<file path="src/rtl/clk_div_prog.sv">
// Programmable clock divider: registered O_CLK with period P and high time H,
// plus a double-buffered config that is applied only on period boundaries or while idle.
module clk_div_prog #(
  parameter int WIDTH        = 16,
  parameter int DEFAULT_DIV  = 42,
  parameter int DEFAULT_HIGH = 21
) (
  input  logic             I_CLK,
  input  logic             Rst,
  input  logic             En,
  input  logic             Load,
  input  logic [WIDTH-1:0] Div_Val,
  input  logic [WIDTH-1:0] High_Val,
  output logic             O_CLK,
  output logic             O_Tick,
  output logic             Load_Ack,
  output logic             Cfg_Err,
  output logic             Pend
);

  typedef enum logic {IDLE = 1'b0, RUN = 1'b1} state_t;

  localparam logic [WIDTH-1:0] DIV_RST  = WIDTH'(DEFAULT_DIV);
  localparam logic [WIDTH-1:0] HIGH_RST = WIDTH'(DEFAULT_HIGH);
  localparam logic [WIDTH-1:0] ONE      = WIDTH'(1);
  localparam logic [WIDTH-1:0] TWO      = WIDTH'(2);

  state_t           state_q, state_d;
  logic [WIDTH-1:0] k_q, k_d;
  logic [WIDTH-1:0] div_q, div_d;
  logic [WIDTH-1:0] high_q, high_d;
  logic [WIDTH-1:0] pdiv_q, pdiv_d;
  logic [WIDTH-1:0] phigh_q, phigh_d;
  logic             pend_q, pend_d;
  logic             o_clk_q, o_clk_d;
  logic             o_tick_q, o_tick_d;
  logic             ack_q, ack_d;
  logic             err_q, err_d;

  logic             load_valid;
  logic             wrap;
  logic             apply;

  // High_Val < Div_Val is the unsigned form of High_Val <= Div_Val-1 once Div_Val >= 2.
  assign load_valid = (Div_Val >= TWO) && (High_Val != '0) && (High_Val < Div_Val);
  assign wrap       = (state_q == RUN) && En && (k_q == (div_q - ONE));
  assign apply      = pend_q && ((state_q == IDLE) || wrap);

  always_ff @(posedge I_CLK or negedge Rst) begin
    if (!Rst) begin
      state_q <= IDLE;
    end else begin
      state_q <= state_d;
    end
  end

  always_comb begin
    state_d = state_q;
    case (state_q)
      IDLE:    if (En)  state_d = RUN;
      RUN:     if (!En) state_d = IDLE;
      default: state_d = IDLE;
    endcase
  end

  always_comb begin
    div_d   = div_q;
    high_d  = high_q;
    pdiv_d  = pdiv_q;
    phigh_d = phigh_q;
    pend_d  = pend_q;
    k_d     = '0;

    // The config already pending is applied first; a Load on the same edge queues behind it.
    if (apply) begin
      div_d  = pdiv_q;
      high_d = phigh_q;
      pend_d = 1'b0;
    end
    if (Load && load_valid) begin
      pdiv_d  = Div_Val;
      phigh_d = High_Val;
      pend_d  = 1'b1;
    end

    if ((state_d == RUN) && (state_q == RUN) && !wrap) begin
      k_d = k_q + ONE;
    end

    // Outputs are computed from the post-edge counter and config so they line up with k.
    o_clk_d  = (state_d == RUN) && (k_d < high_d);
    o_tick_d = (state_d == RUN) && (k_d == '0);
    ack_d    = apply;
    err_d    = Load && !load_valid;
  end

  always_ff @(posedge I_CLK or negedge Rst) begin
    if (!Rst) begin
      k_q      <= '0;
      div_q    <= DIV_RST;
      high_q   <= HIGH_RST;
      pdiv_q   <= '0;
      phigh_q  <= '0;
      pend_q   <= 1'b0;
      o_clk_q  <= 1'b0;
      o_tick_q <= 1'b0;
      ack_q    <= 1'b0;
      err_q    <= 1'b0;
    end else begin
      k_q      <= k_d;
      div_q    <= div_d;
      high_q   <= high_d;
      pdiv_q   <= pdiv_d;
      phigh_q  <= phigh_d;
      pend_q   <= pend_d;
      o_clk_q  <= o_clk_d;
      o_tick_q <= o_tick_d;
      ack_q    <= ack_d;
      err_q    <= err_d;
    end
  end

  assign O_CLK    = o_clk_q;
  assign O_Tick   = o_tick_q;
  assign Load_Ack = ack_q;
  assign Cfg_Err  = err_q;
  assign Pend     = pend_q;

endmodule

</file>
<file path="config.mk">
export PLATFORM = sky130hd
export DESIGN_NAME = clk_div_prog
export DESIGN_NICKNAME = d
export VERILOG_FILES = /design/src/rtl/clk_div_prog.sv
export SDC_FILE = /design/constraint.sdc
export NUM_CORES = 1
export LEC_CHECK = 0
export CAP_MARGIN = 20
export CORE_ASPECT_RATIO = 2
export CORE_UTILIZATION = 40
export CTS_CLUSTER_SIZE = 30
export DETAILED_ROUTE_END_ITERATION = 10
export HOLD_SLACK_MARGIN = 0.06
export SKIP_CTS_REPAIR_TIMING = 1
export SLEW_MARGIN = 0
export SYNTH_ARGS = -nofsm -noshare
export SYNTH_HDL_FRONTEND = slang
export SYNTH_SLANG_ARGS = --single-unit
</file>
<file path="constraint.sdc">
create_clock -name I_CLK -period 4.4 [get_ports I_CLK]
set_clock_uncertainty 0.2 [all_clocks]
set_input_delay 0.44 -clock I_CLK [delete_from_list [all_inputs] [get_ports I_CLK]]
set_output_delay 0.44 -clock I_CLK [all_outputs]
set_load 0.03 [all_outputs]
</file>
# Word level (Yosys, flattened, before mapping)
# Cells that the tools add are included.
[word_totals] output_inout_bits=5 input_bits=36 ff_bits=86 word_cells=40
[classes] order_cmp=3 muxes=5 bitwise_logic=1 n_reduce_logical=17 n_addsub=2 eq_ne=1
[ops] operator="$lt A16 B16 Y1" count=2
[ops] operator="$mux W16" count=2
[ops] operator="$add A16 B1 Y16 const B" count=1
[ops] operator="$eq A16 B16 Y1" count=1
[ops] operator="$ge A16 B2 Y1 const B" count=1
[ops] operator="$logic_not A16 Y1" count=1
[ops] operator="$reduce_bool A16 Y1" count=1
[ops] operator="$sub A16 B1 Y16 const B" count=1
[ops] operator="$logic_and A1 B1 Y1" count=11
[ops] operator="$mux W1" count=3
[ops] operator="$logic_not A1 Y1" count=2
[ops] operator="$reduce_bool A2 Y1" count=1
[ops] operator="$logic_or A1 B1 Y1" count=1
[ops] operator="$not A1 Y1" count=1

# Depth between registers and ports, before layout
# Gate-level depths: netlist of the first run.
[depth] ltp_word=8 mapped_depth=19 ltp_nobuf=17

# Least setup slack after synthesis of the first run
# OpenSTA, ideal clock, no wires.
[synth_path] path_type="reg-to-reg" startpoint="reg div_q[1]" endpoint="reg o_clk_q, in the netlist O_CLK" slack_ns=0.489 synth_period_minus_slack_ns=3.911 n_path_buf=1 setup_time_ns=0.078 required_ns=4.122 stages_incl_launch_ff=18 t_arrival_ns=3.634 path_cell_list="dfstp_2 inv_1 ha_1 xnor2_1 or4_4 nor4b_2 nand4_2 a21oi_4 buf_6 mux2i_1 ha_1 a21oi_1 nor2b_1 o21ai_0 nand2b_1 a21oi_1 o221ai_1 a21oi_1"
[synth_between] elab_chain_cells=8 elab_cells_between_ends=11 cone_classes="add/sub (1); order compare (1); eq/ne (1); mux (2); reduce/logical (6)"
[synth_rtl] item="start, declared" line="30" rtl="logic [WIDTH-1:0] div_q, div_d;"
[synth_rtl] item="start signal, assigned" line="111" rtl="div_q <= div_d;"
[synth_rtl] item="$sub A16 B1 Y16" line="46" rtl="assign wrap = (state_q == RUN) && En && (k_q == (div_q - ONE));"
[synth_rtl] item="$eq A16 B16 Y1" line="46"
[synth_rtl] item="$logic_and A1 B1 Y1" line="46"
[synth_rtl] item="$logic_or A1 B1 Y1" line="47" rtl="assign apply = pend_q && ((state_q == IDLE) || wrap);"
[synth_rtl] item="$logic_and A1 B1 Y1" line="47"
[synth_rtl] item="net ack_d" line="37" rtl="logic ack_q, ack_d;"
[synth_rtl] item="$mux W16" line="75" rtl="if (apply) begin"
[synth_rtl] item="$lt A16 B16 Y1" line="91" rtl="o_clk_d = (state_d == RUN) && (k_d < high_d);"
[synth_rtl] item="$logic_and A1 B1 Y1" line="91"
[synth_rtl] item="net o_clk_d" line="35" rtl="logic o_clk_q, o_clk_d;"
[synth_rtl] item="end signal, assigned" line="116" rtl="o_clk_q <= o_clk_d;"
[synth_rtl] item="end, declared" line="35"
# The timed path passes the listed nets, and every way through them passes these cells.
# A chain may end at the register's enable or synchronous reset.

# Worst setup path in the final report of the first run
[layout_path] startpoint="reg div_q[1]" endpoint="reg o_clk_q, in the netlist O_CLK"
[layout_between] elab_chain_cells=8 elab_cells_between_ends=11 cone_classes="add/sub (1); order compare (1); eq/ne (1); mux (2); reduce/logical (6)"
[layout_rtl] item="$sub A16 B1 Y16 (*)" line="46"
[layout_rtl] item="$eq A16 B16 Y1 (*)" line="46"
[layout_rtl] item="$logic_and A1 B1 Y1 (*)" line="46"
[layout_rtl] item="$logic_not A1 Y1 / $logic_or A1 B1 Y1 (equally long branches)" line="86, 47"
[layout_rtl] item="$logic_and A1 B1 Y1 (on tied branches)" line="86, 47"
[layout_rtl] item="$mux W16 (on tied branches)" line="86, 75"
[layout_rtl] item="$lt A16 B16 Y1 (*)" line="91"
[layout_rtl] item="$logic_and A1 B1 Y1 (*)" line="91"
[layout_rtl] item="net o_clk_d" line="35"
# The timed path passes the listed nets; every way through them passes the cells marked *.

==> impl_metrics.csv, run 1 <==
group,metric,value,unit
run_status,status,"complete, no violations",
route,antenna_left,0,
synthesis,synthTopCellsByArea,"dfrtp_1 40%, mux2_2 8.8%, ha_1 8.0%",
clocking,numCtsBuffers,9,
clocking,cts_tree,"done",
critical_path,critPathLaunchType,"flip-flop",
power,power_density,431,nW/um^2
critical_path,path_cells,"inv_1 -> ha_1 -> xnor2_1 -> or4_4 -> nor4b_2 -> nand4_2 -> a21oi_4 -> buf_12 -> mux2i_1 -> ha_1 -> a21oi_1 -> nor2b_1 -> o21ai_0 -> nand2b_1 -> a21oi_1 -> o221ai_1 -> a21oi_1",
layout,multi_input_area,2570,um^2
route,drt_iter0_drc,155,
layout,drive_above_1_share,16.1,%
layout,area.sequential,2160,um^2
synthesis,yosysTopAreaCell,"dfrtp_1",
power,peakVddDrop,257,uV
grt,overflow,0,
synthesis,synth_nets,534,
critical_path,worstPathMaxFanout,18,
critical_path,slowest_delay,580,ps
critical_path,cp.arrival,4240,ps
timing,whs,290,ps
timing,fin_tns_setup,0,ps
synthesis,synth_top_area_share,40.2,%
layout,syn_to_final_growth,17.5,%
timing,min_period,4190,ps
clocking,path_clk_slew,60,ps
route,wire_per_inst,18.3,um
synthesis,yosys_warnings,0,
synthesis,synth_common_cells,"80 x dfrtp_1, 39 x mux2_2, 36 x inv_1, 32 x ha_1, 28 x nor2_1",
clocking,cts_sinks,86,
grt,grt_pass1_vias,3672,
synthesis,async_reset_ff_share,100,%
timing,fmax,239,MHz
synthesis,syn-cell-area,4980,um^2
floorplanning,die_x,80.9,um
place,dp_hpwl,9530,um
clocking,cts-root-buf,"clkbuf_16",
flow_run,drv_cap,0,
critical_path,end_kind,"flip-flop",
floorplanning,die_h,160,um
layout,num-nets-final,572,
timing,rsz0062_at_grt,"no",
floorplanning,initial_utilization,41.1,%
place,gp_congestion,0.862,
hold_path,hold_class,"reg2reg",
layout,fillers,1163,
floorplanning,core_area,12100,um^2
grt,grt_antenna_before_repair,0,
synthesis,synth-seq-area-share,43.3,%
grt,grt_pass1_wl,19100,um
power,leakagePower,2.57,nW
synthesis,syn_inst,466,
critical_path,crit_required,4450,ps
grt,grt_max_degree,59,
layout,num_antenna_cells,0,
route,vias,3634,
grt,globalRouteTotalUtil,19.9,%
clocking,clock_latency,330,ps
synthesis,yosysMostFrequentCell,"dfrtp_1",
route,drc_errors,0,
synthesis,synth_cell_types,64,
synthesis,ys_seq_elements,86,
synthesis,synth_edf_count,0,
route,drtPass1Iterations,4,
floorplanning,die-area,12900,um^2
critical_path,path_buf_inv,2,
route,via_per_inst,5.54,
synthesis,synth_flop_cell,"dfrtp_1",
timing,slew_headroom,50.8,%
critical_path,cpMostUsedCell,"a21oi_1",
route,wl,12000,um
timing,setup_viol_count_final,0,
synthesis,postSynthAreaPerCell,10.7,um^2
place,port_buffers,40,
critical_path,worst_path_max_delay_cell,"dfstp_2",
clocking,htreeDepth,3,
floorplanning,rows,57,
timing,worstMarginPinSlew,739,ps
timing,fin_crit_sh,95.1,%
floorplanning,pin_count,41,
critical_path,criticalPathCategory,"reg2reg",
critical_path,critPathTopFamily,"simple AND/OR/NAND/NOR gates",
clocking,clockBufferDepth,2,
timing,drv_slew,0,
timing,hold_violations,0,
## flip-flops by register name (all words and copies together), names as in the netlist
name      cells
Cfg_Err       1
Load_Ack      1
O_CLK         1
O_Tick        1
Pend          1
div_q        16
high_q       16
k_q          16
pdiv_q       16
phigh_q      16
state_q       1
## cell type report
| type | count | area share (%) |
|---|---|---|
| Multi-Input combinational cell | 320 | 44.0 |
| Tap cell | 147 | 3.14 |
| Clock inverter | 3 | 0.769 |
| Clock buffer | 13 | 4.27 |
| Inverter | 38 | 2.44 |
| Sequential cell | 86 | 36.9 |
| Timing Repair Buffer | 49 | 8.51 |
## worst min-delay path: cells and delay by family (launching register included)
kind,cells,cell delay (ps)
buffers and inverters,1,50
flip-flops,1,330
multiplexers,1,80
## layer usage
| layer | track usage (%) | part of all wire, % | up-vias |
|---|---|---|---|
| li1 | - | - | 1748 |
| met1 | 21.7 | 37 | 1809 |
| met4 | 9.50 | 3.1 | 0 |
| met2 | 36.6 | 58 | 61 |
| met5 | 0 | 0 | - |
| met3 | 2.23 | 1.9 | 16 |
## cells in the final DEF, fill, tap and decap left out, types with 4 or more instances in the layout
cell type / Yosys / routed
dfrtp_1: 80 / 80
mux2_2: 39 / 39
clkdlybuf4s50_1: 0 / 39
inv_1: 36 / 36
ha_1: 32 / 32
nor2_1: 28 / 28
nand2_1: 20 / 20
xnor2_1: 20 / 20
nand3_1: 14 / 14
mux2i_1: 14 / 14
xor2_1: 13 / 13
nor3_1: 13 / 13
a21o_1: 12 / 12
nand4_1: 10 / 10
nor4_1: 11 / 10
a21oi_1: 10 / 10
clkbuf_16: 0 / 10
o21ai_0: 9 / 9
mux2_1: 9 / 9
buf_4: 2 / 7
dfstp_2: 6 / 6
a31oi_1: 4 / 4
o211ai_1: 4 / 4
o21a_1: 4 / 4
## metrics by stage
stage	instances	worst slack, ps	instance area, um^2	util (%)	power (mW)
final	656	215	5850	48.3	2.52
after global routing	656	62.3	5850	48.3	2.67
after CTS	653	148	5800	47.9	2.53
after detailed placement	637	151	5510	45.4	1.78
after global placement	637	282	5510	45.4	1.76
after floorplan	466	489	4980	-	1.56
## logic make-up (layout without fill, tap and decap cells)
kind of cell,Yosys count,in the layout,synth area share [%]
adder cells (fa/ha/maj),32,32,8.03
XOR/XNOR,34,34,6.13
buffers and inverters,60,103,5.20
multiplexers,62,62,13.7
AND/OR/NAND/NOR,125,125,13.9
flip-flops,86,86,43.3
AO/OA/AOI/OAI,67,67,9.79
## worst paths after layout
path | startpoint | to | slack, ps | cells past startpoint
min in group asynchronous | Rst | div_q[6]$_DFFE_PN0N_ | 510 | 2
worst max register to register | div_q[1]$_DFFE_PN1N_ | O_CLK$_DFF_PN0_ | 210 | 17
worst min register to register | high_q[12]$_DFF_PN0_ | high_q[12]$_DFF_PN0_ | 290 | 2
worst min-delay path | high_q[12]$_DFF_PN0_ | high_q[12]$_DFF_PN0_ | 290 | 2
max in group asynchronous | Rst | high_q[4]$_DFF_PN1_ | 2550 | 3
worst max-delay path | div_q[1]$_DFFE_PN1N_ | O_CLK$_DFF_PN0_ | 210 | 17
## power by group
part / internal (mW) / switching (mW)
Clock: 0.456 / 0.292
Combinational: 0.323 / 0.325
Sequential: 0.974 / 0.154
Note: power is estimated with default switching activity, not from simulation.
==> inputs of run 2 (changes only) <==
Settings changed: CORE_MARGIN set to 2, SKIP_CTS_REPAIR_TIMING 1 to unset.
Clock period 4.4 ns to 4.8 ns, I/O delays scaled along.
==> impl_metrics.csv, run 2 (synthesis gave the netlist of run 1 again) <==
group,metric,value,unit
grt,grt_max_degree,65,
route,antenna_left,0,
route,via_per_inst,5.59,
layout,syn_to_final_growth,16.0,%
power,power_frac_comb,25.2,%
route,drtPass1Iterations,4,
grt,grt_antenna_before_repair,0,
layout,final_common_cell,"dfrtp_1",
run_status,status,"complete, no violations",
floorplanning,initial_utilization,41.1,%
power,leakagePower,2.55,nW
place,gp_congestion,0.907,
grt,overflow,0,
floorplanning,die-area,13400,um^2
hold_path,min_path_cells,1,
clocking,clockBufferDepth,2,
power,clkPwrFrac,29.0,%
place,dp.cells,636,
clocking,path_clk_slew,70,ps
route,vias,3648,
layout,num-nets-final,569,
timing,drv_slew,0,
timing,setup_viol_count_final,0,
critical_path,criticalPathCategory,"reg2reg",
floorplanning,rows,57,
layout,stdcell_count,653,
layout,drive_above_1_share,15.8,%
timing,min_period,4360,ps
floorplanning,pin_count,41,
clocking,numCtsBuffers,9,
power,p_int,1.55,mW
clocking,cts_resized,0,
place,port_buffers,40,
clocking,cts_tree,"done",
power,swShare,31.9,%
critical_path,end_kind,"flip-flop",
grt,grt_pass1_vias,3813,
grt,globalRouteTotalUtil,18.9,%
route,drt_iter0_drc,153,
timing,worstMarginPinSlew,817,ps
clocking,cts_sinks,86,
power,power_density,393,nW/um^2
critical_path,crit_required,4870,ps
timing,fin_crit_sh,90.9,%
critical_path,reg2reg_depth,13,
grt,grt_pass1_wl,19800,um
floorplanning,die_h,162,um
place,dp_hpwl,9680,um
floorplanning,core_area,12100,um^2
route,wl,12000,um
critical_path,critPathLaunchType,"flip-flop",
timing,hold_violations,0,
timing,rsz0062_at_grt,"no",
flow_run,drv_cap,0,
clocking,clock_latency,340,ps
power,peakVddDrop,269,uV
clocking,cts-root-buf,"clkbuf_16",
floorplanning,die_x,82.9,um
critical_path,reg2reg_setup_slack,440,ps
critical_path,worstPathMaxFanout,16,
layout,final_cell_mix,"80 x dfrtp_1, 39 x mux2_2, 39 x clkdlybuf4s50_1",
timing,fmax,229,MHz
power,seqPwrFrac,45.8,%
layout,fillers,1162,
power,switchingPower,0.723,mW
layout,num_antenna_cells,0,
critical_path,cp.arrival,4430,ps
route,drc_errors,0,
timing,fin_tns_setup,0,ps
hold_path,hold_class,"reg2reg",
clocking,htreeDepth,3,
timing,slew_headroom,45.6,%
route,wire_per_inst,18.4,um
==> run 2: worst paths after layout <==
path / to / start
max: O_CLK$_DFF_PN0_ / div_q[1]$_DFFE_PN1N_
min reg2reg: div_q[8]$_DFFE_PN0N_ / pdiv_q[8]$_DFFE_PN0P_
min in group asynchronous: high_q[3]$_DFF_PN0_ / Rst
max in group asynchronous: div_q[7]$_DFFE_PN0N_ / Rst
max reg2reg: O_CLK$_DFF_PN0_ / div_q[1]$_DFFE_PN1N_
min: div_q[8]$_DFFE_PN0N_ / pdiv_q[8]$_DFFE_PN0P_
==> run 2: final cells by class <==
type                    instances  area [um^2]  share of cell area [%]
clock buffers                  10          239                    4.14
clock inverters                 6         43.8                   0.758
inverters                      38          143                    2.47
multi-input cells             320         2560                    44.4
flip-flops and latches         86         2160                    37.4
well taps                     147          184                    3.18
repair buffers                 46          445                    7.71
==> run 2: power groups by stage <==
| stage | clock [mW] | combinational (mW) | sequential [mW] |
|---|---|---|---|
| 4_1_cts | 0.675 | 0.580 | 1.04 |
| 2_1_floorplan | 0 | 0.446 | 0.985 |
| 6_report | 0.658 | 0.573 | 1.04 |
| 3_5_place_dp | 0 | 0.576 | 1.06 |
| 3_3_place_gp | 0 | 0.560 | 1.05 |
| 5_1_grt | 0.701 | 0.646 | 1.06 |
==> run 2: repair_timing <==
item                      in CTS  in global routing
setup buffers                  0                  0
hold endpoints to repair      20                  0
hold buffers                   1                  0
==> run 2: per-stage QoR <==
step	util, %	power (mW)	setup slack (ps)	cell area, um^2	hold WS [ps]
floorplan	-	1.43	889	4980	-15.6
global placement	45.3	1.61	512	5490	184
detailed placement	45.3	1.63	411	5490	189
CTS	47.7	2.30	401	5780	294
global route	47.7	2.41	82.7	5780	311
finish	47.7	2.27	436	5780	291
==> run 2: worst max-delay path: stages, from the launching register on <==
cell and delay, ps:
dfstp_2 580, inv_1 70, ha_1 260, xnor2_1 160
or4_4 550, nor4b_2 300, nand4_2 190, a21oi_4 540
buf_4 250, mux2i_1 240, ha_1 280, a211o_1 320
a211o_1 230, a21oi_1 110
==> run 2: routing by layer <==
layer / GRT usage [%] / wire length (um) / up-vias
met5: 0 / 0 / -
met4: 12.7 / 770 / 0
met3: 2.13 / 256 / 42
met2: 34.7 / 6530 / 74
met1: 20.0 / 4490 / 1796
li1: - / - / 1736
